**src/rtl/mem_arb_pkg.sv**
```systemverilog
// mem_arb_pkg: shared state/owner types and default widths for the memory port arbiter.
package mem_arb_pkg;
    typedef enum logic [1:0] {IDLE, REQ, RESP} arb_state_t;
    typedef enum logic {OWN_IFU, OWN_LSU} arb_owner_t;
    localparam int ARB_ADDR_W = 32;
    localparam int ARB_DATA_W = 32;
endpackage

```
**src/rtl/arb_priority_select.sv**
```systemverilog
// arb_priority_select: LSU-over-IFU winner pick with a streak counter that forces an IFU win.
module arb_priority_select #(
    parameter int STARVE_LIMIT = 4
) (
    input  logic i_clock,
    input  logic i_reset,
    input  logic i_ifu_req,
    input  logic i_lsu_req,
    input  logic i_grant_en,
    output logic o_pick_ifu,
    output logic o_pick_lsu
);
    localparam int SW = $clog2(STARVE_LIMIT + 1);
    localparam logic [SW-1:0] LIMIT = SW'(STARVE_LIMIT);

    logic [SW-1:0] r_streak;
    logic          w_force_ifu;

    assign w_force_ifu = i_ifu_req && i_lsu_req && (r_streak == LIMIT);
    assign o_pick_lsu  = i_grant_en && i_lsu_req && !w_force_ifu;
    assign o_pick_ifu  = i_grant_en && i_ifu_req && !o_pick_lsu;

    // Only contested LSU wins build the streak; anything else breaks it.
    always_ff @(posedge i_clock) begin
        if (i_reset)
            r_streak <= '0;
        else if (o_pick_lsu)
            r_streak <= !i_ifu_req ? '0 : (r_streak == LIMIT) ? r_streak : r_streak + SW'(1);
        else if (o_pick_ifu)
            r_streak <= '0;
    end
endmodule

```
**src/rtl/mem_port_arbiter.sv**
```systemverilog
// mem_port_arbiter: shares one memory port between IFU and LSU, one transaction in flight.
// Optional performance counters are enabled with ARB_PERF_CNT_EN.
module mem_port_arbiter
    import mem_arb_pkg::*;
#(
    parameter int ADDR_W       = ARB_ADDR_W,
    parameter int DATA_W       = ARB_DATA_W,
    parameter int STARVE_LIMIT = 4
) (
    input  logic              i_clock,
    input  logic              i_reset,
    input  logic              i_ifu_req,
    input  logic [ADDR_W-1:0] i_ifu_addr,
    output logic              o_ifu_gnt,
    output logic              o_ifu_rvalid,
    output logic [DATA_W-1:0] o_ifu_rdata,
    input  logic              i_lsu_req,
    input  logic              i_lsu_we,
    input  logic [ADDR_W-1:0] i_lsu_addr,
    input  logic [DATA_W-1:0] i_lsu_wdata,
    input  logic [DATA_W/8-1:0] i_lsu_be,
    output logic              o_lsu_gnt,
    output logic              o_lsu_rvalid,
    output logic [DATA_W-1:0] o_lsu_rdata,
    output logic              o_mem_req,
    output logic              o_mem_we,
    output logic [ADDR_W-1:0] o_mem_addr,
    output logic [DATA_W-1:0] o_mem_wdata,
    output logic [DATA_W/8-1:0] o_mem_be,
    input  logic              i_mem_ready,
    input  logic              i_mem_rvalid,
    input  logic [DATA_W-1:0] i_mem_rdata,
    output logic [31:0]       o_perf_ifu_stall,
    output logic [31:0]       o_perf_lsu_grants
);
    localparam int BE_W = DATA_W / 8;

    arb_state_t        r_state, w_state_nxt;
    arb_owner_t        r_owner;
    logic [ADDR_W-1:0] r_addr;
    logic              r_we;
    logic [DATA_W-1:0] r_wdata;
    logic [BE_W-1:0]   r_be;
    logic              w_pick_ifu, w_pick_lsu, w_grant, w_resp_valid;

    arb_priority_select #(.STARVE_LIMIT(STARVE_LIMIT)) u_sel (
        .i_clock    (i_clock),
        .i_reset    (i_reset),
        .i_ifu_req  (i_ifu_req),
        .i_lsu_req  (i_lsu_req),
        .i_grant_en (r_state == IDLE && !i_reset),
        .o_pick_ifu (w_pick_ifu),
        .o_pick_lsu (w_pick_lsu)
    );

    assign w_grant   = w_pick_ifu || w_pick_lsu;
    assign o_ifu_gnt = w_pick_ifu;
    assign o_lsu_gnt = w_pick_lsu;

    always_comb begin
        w_state_nxt = r_state;
        if (r_state == IDLE && w_grant)
            w_state_nxt = REQ;
        else if (r_state == REQ && i_mem_ready)
            w_state_nxt = RESP;
        else if (r_state == RESP && i_mem_rvalid)
            w_state_nxt = IDLE;
    end

    always_ff @(posedge i_clock) begin
        if (i_reset)
            r_state <= IDLE;
        else
            r_state <= w_state_nxt;
    end

    // Fetches are always full-word reads.
    always_ff @(posedge i_clock) begin
        if (i_reset) begin
            r_owner <= OWN_IFU;
            r_addr  <= '0;
            r_we    <= 1'b0;
            r_wdata <= '0;
            r_be    <= '0;
        end else if (w_grant) begin
            r_owner <= w_pick_lsu ? OWN_LSU : OWN_IFU;
            r_addr  <= w_pick_lsu ? i_lsu_addr : i_ifu_addr;
            r_we    <= w_pick_lsu && i_lsu_we;
            r_wdata <= w_pick_lsu ? i_lsu_wdata : '0;
            r_be    <= w_pick_lsu ? i_lsu_be : '1;
        end
    end

    assign o_mem_req    = (r_state == REQ);
    assign o_mem_we     = r_we;
    assign o_mem_addr   = r_addr;
    assign o_mem_wdata  = r_wdata;
    assign o_mem_be     = r_be;
    assign w_resp_valid = (r_state == RESP) && i_mem_rvalid;
    assign o_ifu_rvalid = w_resp_valid && (r_owner == OWN_IFU);
    assign o_lsu_rvalid = w_resp_valid && (r_owner == OWN_LSU);
    assign o_ifu_rdata  = i_mem_rdata;
    assign o_lsu_rdata  = i_mem_rdata;

`ifdef ARB_PERF_CNT_EN
    logic [31:0] r_perf_ifu_stall, r_perf_lsu_grants;

    always_ff @(posedge i_clock) begin
        if (i_reset) begin
            r_perf_ifu_stall  <= '0;
            r_perf_lsu_grants <= '0;
        end else begin
            if (i_ifu_req && !w_pick_ifu)
                r_perf_ifu_stall <= r_perf_ifu_stall + 32'd1;
            if (w_pick_lsu)
                r_perf_lsu_grants <= r_perf_lsu_grants + 32'd1;
        end
    end

    assign o_perf_ifu_stall  = r_perf_ifu_stall;
    assign o_perf_lsu_grants = r_perf_lsu_grants;
`else
    assign o_perf_ifu_stall  = '0;
    assign o_perf_lsu_grants = '0;
`endif
endmodule
```
**config.mk**
```make
export PLATFORM = sky130hd
export DESIGN_NAME = mem_port_arbiter
export DESIGN_NICKNAME = d
export VERILOG_FILES = /design/src/rtl/mem_arb_pkg.sv /design/src/rtl/arb_priority_select.sv /design/src/rtl/mem_port_arbiter.sv
export SDC_FILE = /design/constraint.sdc
export NUM_CORES = 1
export LEC_CHECK = 0
export BUFFER_PORTS_ARGS = -buffer_cell sky130_fd_sc_hd__buf_2
export CAP_MARGIN = 20
export CORE_AREA = 10 10 123 125
export CTS_CLUSTER_SIZE = 20
export DETAILED_ROUTE_END_ITERATION = 10
export DIE_AREA = 0 0 133 135
export GPL_TIMING_DRIVEN = 0
export PLACE_DENSITY = 0.75
export SYNTH_ARGS = -nofsm -noshare
export SYNTH_HDL_FRONTEND = slang
export SYNTH_SLANG_ARGS = --single-unit
export TNS_END_PERCENT = 1
```
**constraint.sdc**
```tcl
create_clock -name i_clock -period 3.3 [get_ports i_clock]
set_input_delay 0.66 -clock i_clock [delete_from_list [all_inputs] [get_ports i_clock]]
set_output_delay 0.66 -clock i_clock [all_outputs]
set_load 0.01 [all_outputs]
```
==> results.py <==
metrics = {
    "synth": {
        "syn_area_sq_um": 4390,
        "synth_mux_area_frac": 0,
        "synthSimpleGateAreaFrac": 0.138,
        "synth_edf_count": 0,
        "ys_seq_area_frac": 0.342,
        "synthArstFlopShare": 0,
        "postSynthAreaPerCell_sq_um": 8.28,
        "synth_top_family_by_area": "buffers and inverters",
        "ys.flop_type": "dfxtp_1",
        "synth.distinct_cells": 36,
        "ys_ff_latch": 75,
        "synth_compound_area_frac": 0.229,
        "synth_xor_area_frac": 0,
        "ys_warn_count": 0,
        "synthAdderAreaFrac": 0.00570,
        "syn_inst": 530,
    },
    "worst_setup_path": {
        "worstReg2RegStart": "u_sel.r_streak[0]",
        "reg2reg_slack_ps": 1400,
        "start_kind": "flip-flop",
        "critical_path_required_ps": 2640,
        "arrival_ps": 2120,
        "cp_cell_sequence": "inv_1, ha_1, nand3_1, clkbuf_1, a21oi_1, buf_2",
        "worstSetupPathType": "flip-flop to output port",
        "r2r-end": "o_mem_addr[30]",
        "max_stage_delay_ps": 490,
        "cpMaxStageDelayCell": "clkbuf_1",
        "r2r_cells": 7,
        "worst-path-max-fanout": 10,
        "critPathCaptureType": "output port",
    },
    "final_layout": {
        "area_growth_pct": 44.0,
        "drive_gt1_frac": 0.491,
        "fin_cells": 1024,
        "fin_nets": 988,
    },
    "route": {
        "post_drt_wl_per_cell_um": 17.3,
        "viasPerCell": 4.64,
        "drcViolationCount": 0,
        "first_iter_violations": 275,
        "vias": 4749,
        "postRouteAntennaNets": 0,
        "wirelength_mm": 17.7,
        "dr.pass1.iters": 5,
    },
    "hold_path": {
        "hold_end": "o_mem_wdata[9]",
        "min-delay-start": "o_mem_wdata[9]",
        "whs_path_depth": 2,
        "holdCritPathClass": "flip-flop to flip-flop",
    },
    "pwr": {
        "ir_drop_v": 0.000194,
        "power_density_nw_per_um2": 408,
        "p_leak_nw": 3.19,
        "p_total_mw": 2.58,
    },
    "clock_tree": {
        "clock_path_buffers": 2,
        "cts_made_buffers": 9,
        "clkSinkCount": 75,
        "path_clk_slew_ps": 60,
        "ctsHoldBuffers": 0,
        "clk_latency_ps": 330,
        "h-tree-depth": 3,
        "cts_root_buffer": "clkbuf_16",
        "cts_tree": "built",
        "cts_resized": 0,
        "cts_setup_buffers": 0,
    },
    "sta": {
        "setup_violations": 0,
        "min_period_ps": 2780,
        "setup-tns-final_ps": 0,
        "worst_slack_ps": 525,
        "max_slew_margin": 0.590,
        "drv_slew": 0,
        "worst_pin_slew_ps": 612,
        "fin_skew_ps": 10.2,
        "period_share": 0.841,
        "rsz0062_at_grt": "no",
        "fmax_mhz": 360,
        "hold_viol": 0,
    },
    "grt": {
        "grt_max_degree": 13,
        "grt_pass1_wl_mm": 26.3,
        "grt_pass1_vias": 4710,
        "grt_overflow": 0,
        "grt_usage": 0.181,
        "antenna_found_initial": 1,
    },
    "job": {
        "drv_cap": 0,
    },
    "floorplan": {
        "die_h_um": 135,
        "start_util": 0.349,
        "dieWidth_um": 133,
        "rows": 41,
        "ioPinCount": 341,
        "coreArea_sq_um": 12600,
        "die-area_sq_um": 18000,
    },
    "placement": {
        "post-place-cells": 1008,
        "portBuffers": 243,
        "hpwl_mm": 14.7,
        "gp_congestion": 0.815,
        "dp_slack_ps": 680,
    },
    "outcome": {
        "outcome": "finished clean",
    },
}
## cells by family (layout without fill, tap and decap cells)
| family | count (synthesis) | in the layout |
|---|---|---|
| DFF | 75 | 75 |
| other | 1 | 65 |
| buffers and inverters | 183 | 441 |
| adders and majority gates | 2 | 2 |
| and+or+nand+nor | 110 | 110 |
| AOI/OAI and AO/OA | 159 | 159 |
## power breakdown
group          switching [mW]  total [mW]  internal, mW
logic                   0.367       0.686         0.319
clock network           0.383       0.886         0.502
registers              0.0328        1.01         0.976
## worst max-delay path by stage
| stage | to | startpoint | slack [ps] |
|---|---|---|---|
| 2_1_floorplan | o_ifu_gnt | i_reset | 920 |
| 3_3_place_gp | o_lsu_gnt | i_lsu_req | 700 |
| 3_5_place_dp | o_ifu_gnt | i_ifu_req | 680 |
| 4_1_cts | o_ifu_gnt | u_sel.r_streak[0] | 530 |
| 5_1_grt | o_ifu_gnt | u_sel.r_streak[0] | 400 |
| 6_report | o_ifu_gnt | u_sel.r_streak[0] | 520 |
## per-layer routing
layer,GRT usage,vias up,share of wire
li1,-,2343,-
met1,0.196,2159,0.38
met2,0.320,233,0.51
met3,0.0716,14,0.10
met4,0.0495,0,0.012
met5,0,-,0
## critical path, delay by kind of cell (launching register included)
kind            cells  cell delay (ps)
buf+inv             3              730
flops               1              360
simple gates        1              320
fa+ha+maj           1              240
compound gates      1              150
## cell usage in the layout, fill, tap and decap left out, drive strengths merged, types with 2 or more instances in the layout
cell    synthesis  final
nor3            2      2
nor3b           2      2
nand2          46     46
buf           152    395
conb            1     64
nand2b         11     11
a211oi         10     10
nand4          33     33
inv             6      6
or2             2      2
o21ai          39     39
nor4b           2      2
a31oi          22     22
o41ai          22     22
a21oi          50     50
o32ai          10     10
clkbuf         24     34
nor2            3      3
clkinv          1      5
nand3           5      5
ha              2      2
dfxtp          75     75
o221a           4      4
## state kept, by name, indices dropped and copies added (netlist names)
signal          count
r_owner             1
o_mem_we            1
o_mem_be            4
o_mem_wdata        32
r_state             2
u_sel.r_streak      3
o_mem_addr         32
## through the flow
step	instance area, sq um	utilization	hold WS (ps)
4_1_cts	6320	0.503	473
6_report	6320	0.503	472
5_1_grt	6320	0.503	492
3_5_place_dp	6060	0.482	464
3_3_place_gp	6060	0.482	457
2_1_floorplan	4630	-	463
## synth_stat cells, types with 2 or more instances
| cell type | count | area share |
|---|---|---|
| a211oi_1 | 10 | 0.017 |
| a21oi_1 | 50 | 0.057 |
| a31oi_1 | 22 | 0.031 |
| buf_2 | 12 | 0.014 |
| buf_4 | 133 | 0.23 |
| buf_6 | 6 | 0.015 |
| clkbuf_1 | 24 | 0.021 |
| dfxtp_1 | 75 | 0.34 |
| ha_1 | 2 | 0.0057 |
| inv_1 | 6 | 0.0051 |
| nand2_1 | 46 | 0.039 |
| nand2b_1 | 11 | 0.016 |
| nand3_1 | 4 | 0.0046 |
| nand4_1 | 33 | 0.047 |
| nor2_1 | 3 | 0.0026 |
| nor3b_1 | 2 | 0.0034 |
| o21ai_0 | 39 | 0.044 |
| o221a_2 | 4 | 0.010 |
| o32ai_1 | 10 | 0.020 |
| o41ai_1 | 21 | 0.042 |
| or2_2 | 2 | 0.0029 |
## layout make-up
class | count | area, sq um
Antenna cell | 1 | 2.50
Buffer | 176 | 1220
Clock buffer | 10 | 229
Clock inverter | 5 | 31.3
Fill cell | 1235 | 6250
Inverter | 7 | 26.3
Multi-Input combinational cell | 335 | 1880
Sequential cell | 75 | 1500
Tap cell | 172 | 215
Timing Repair Buffer | 243 | 1220
Power figures use the tool's default switching activity.
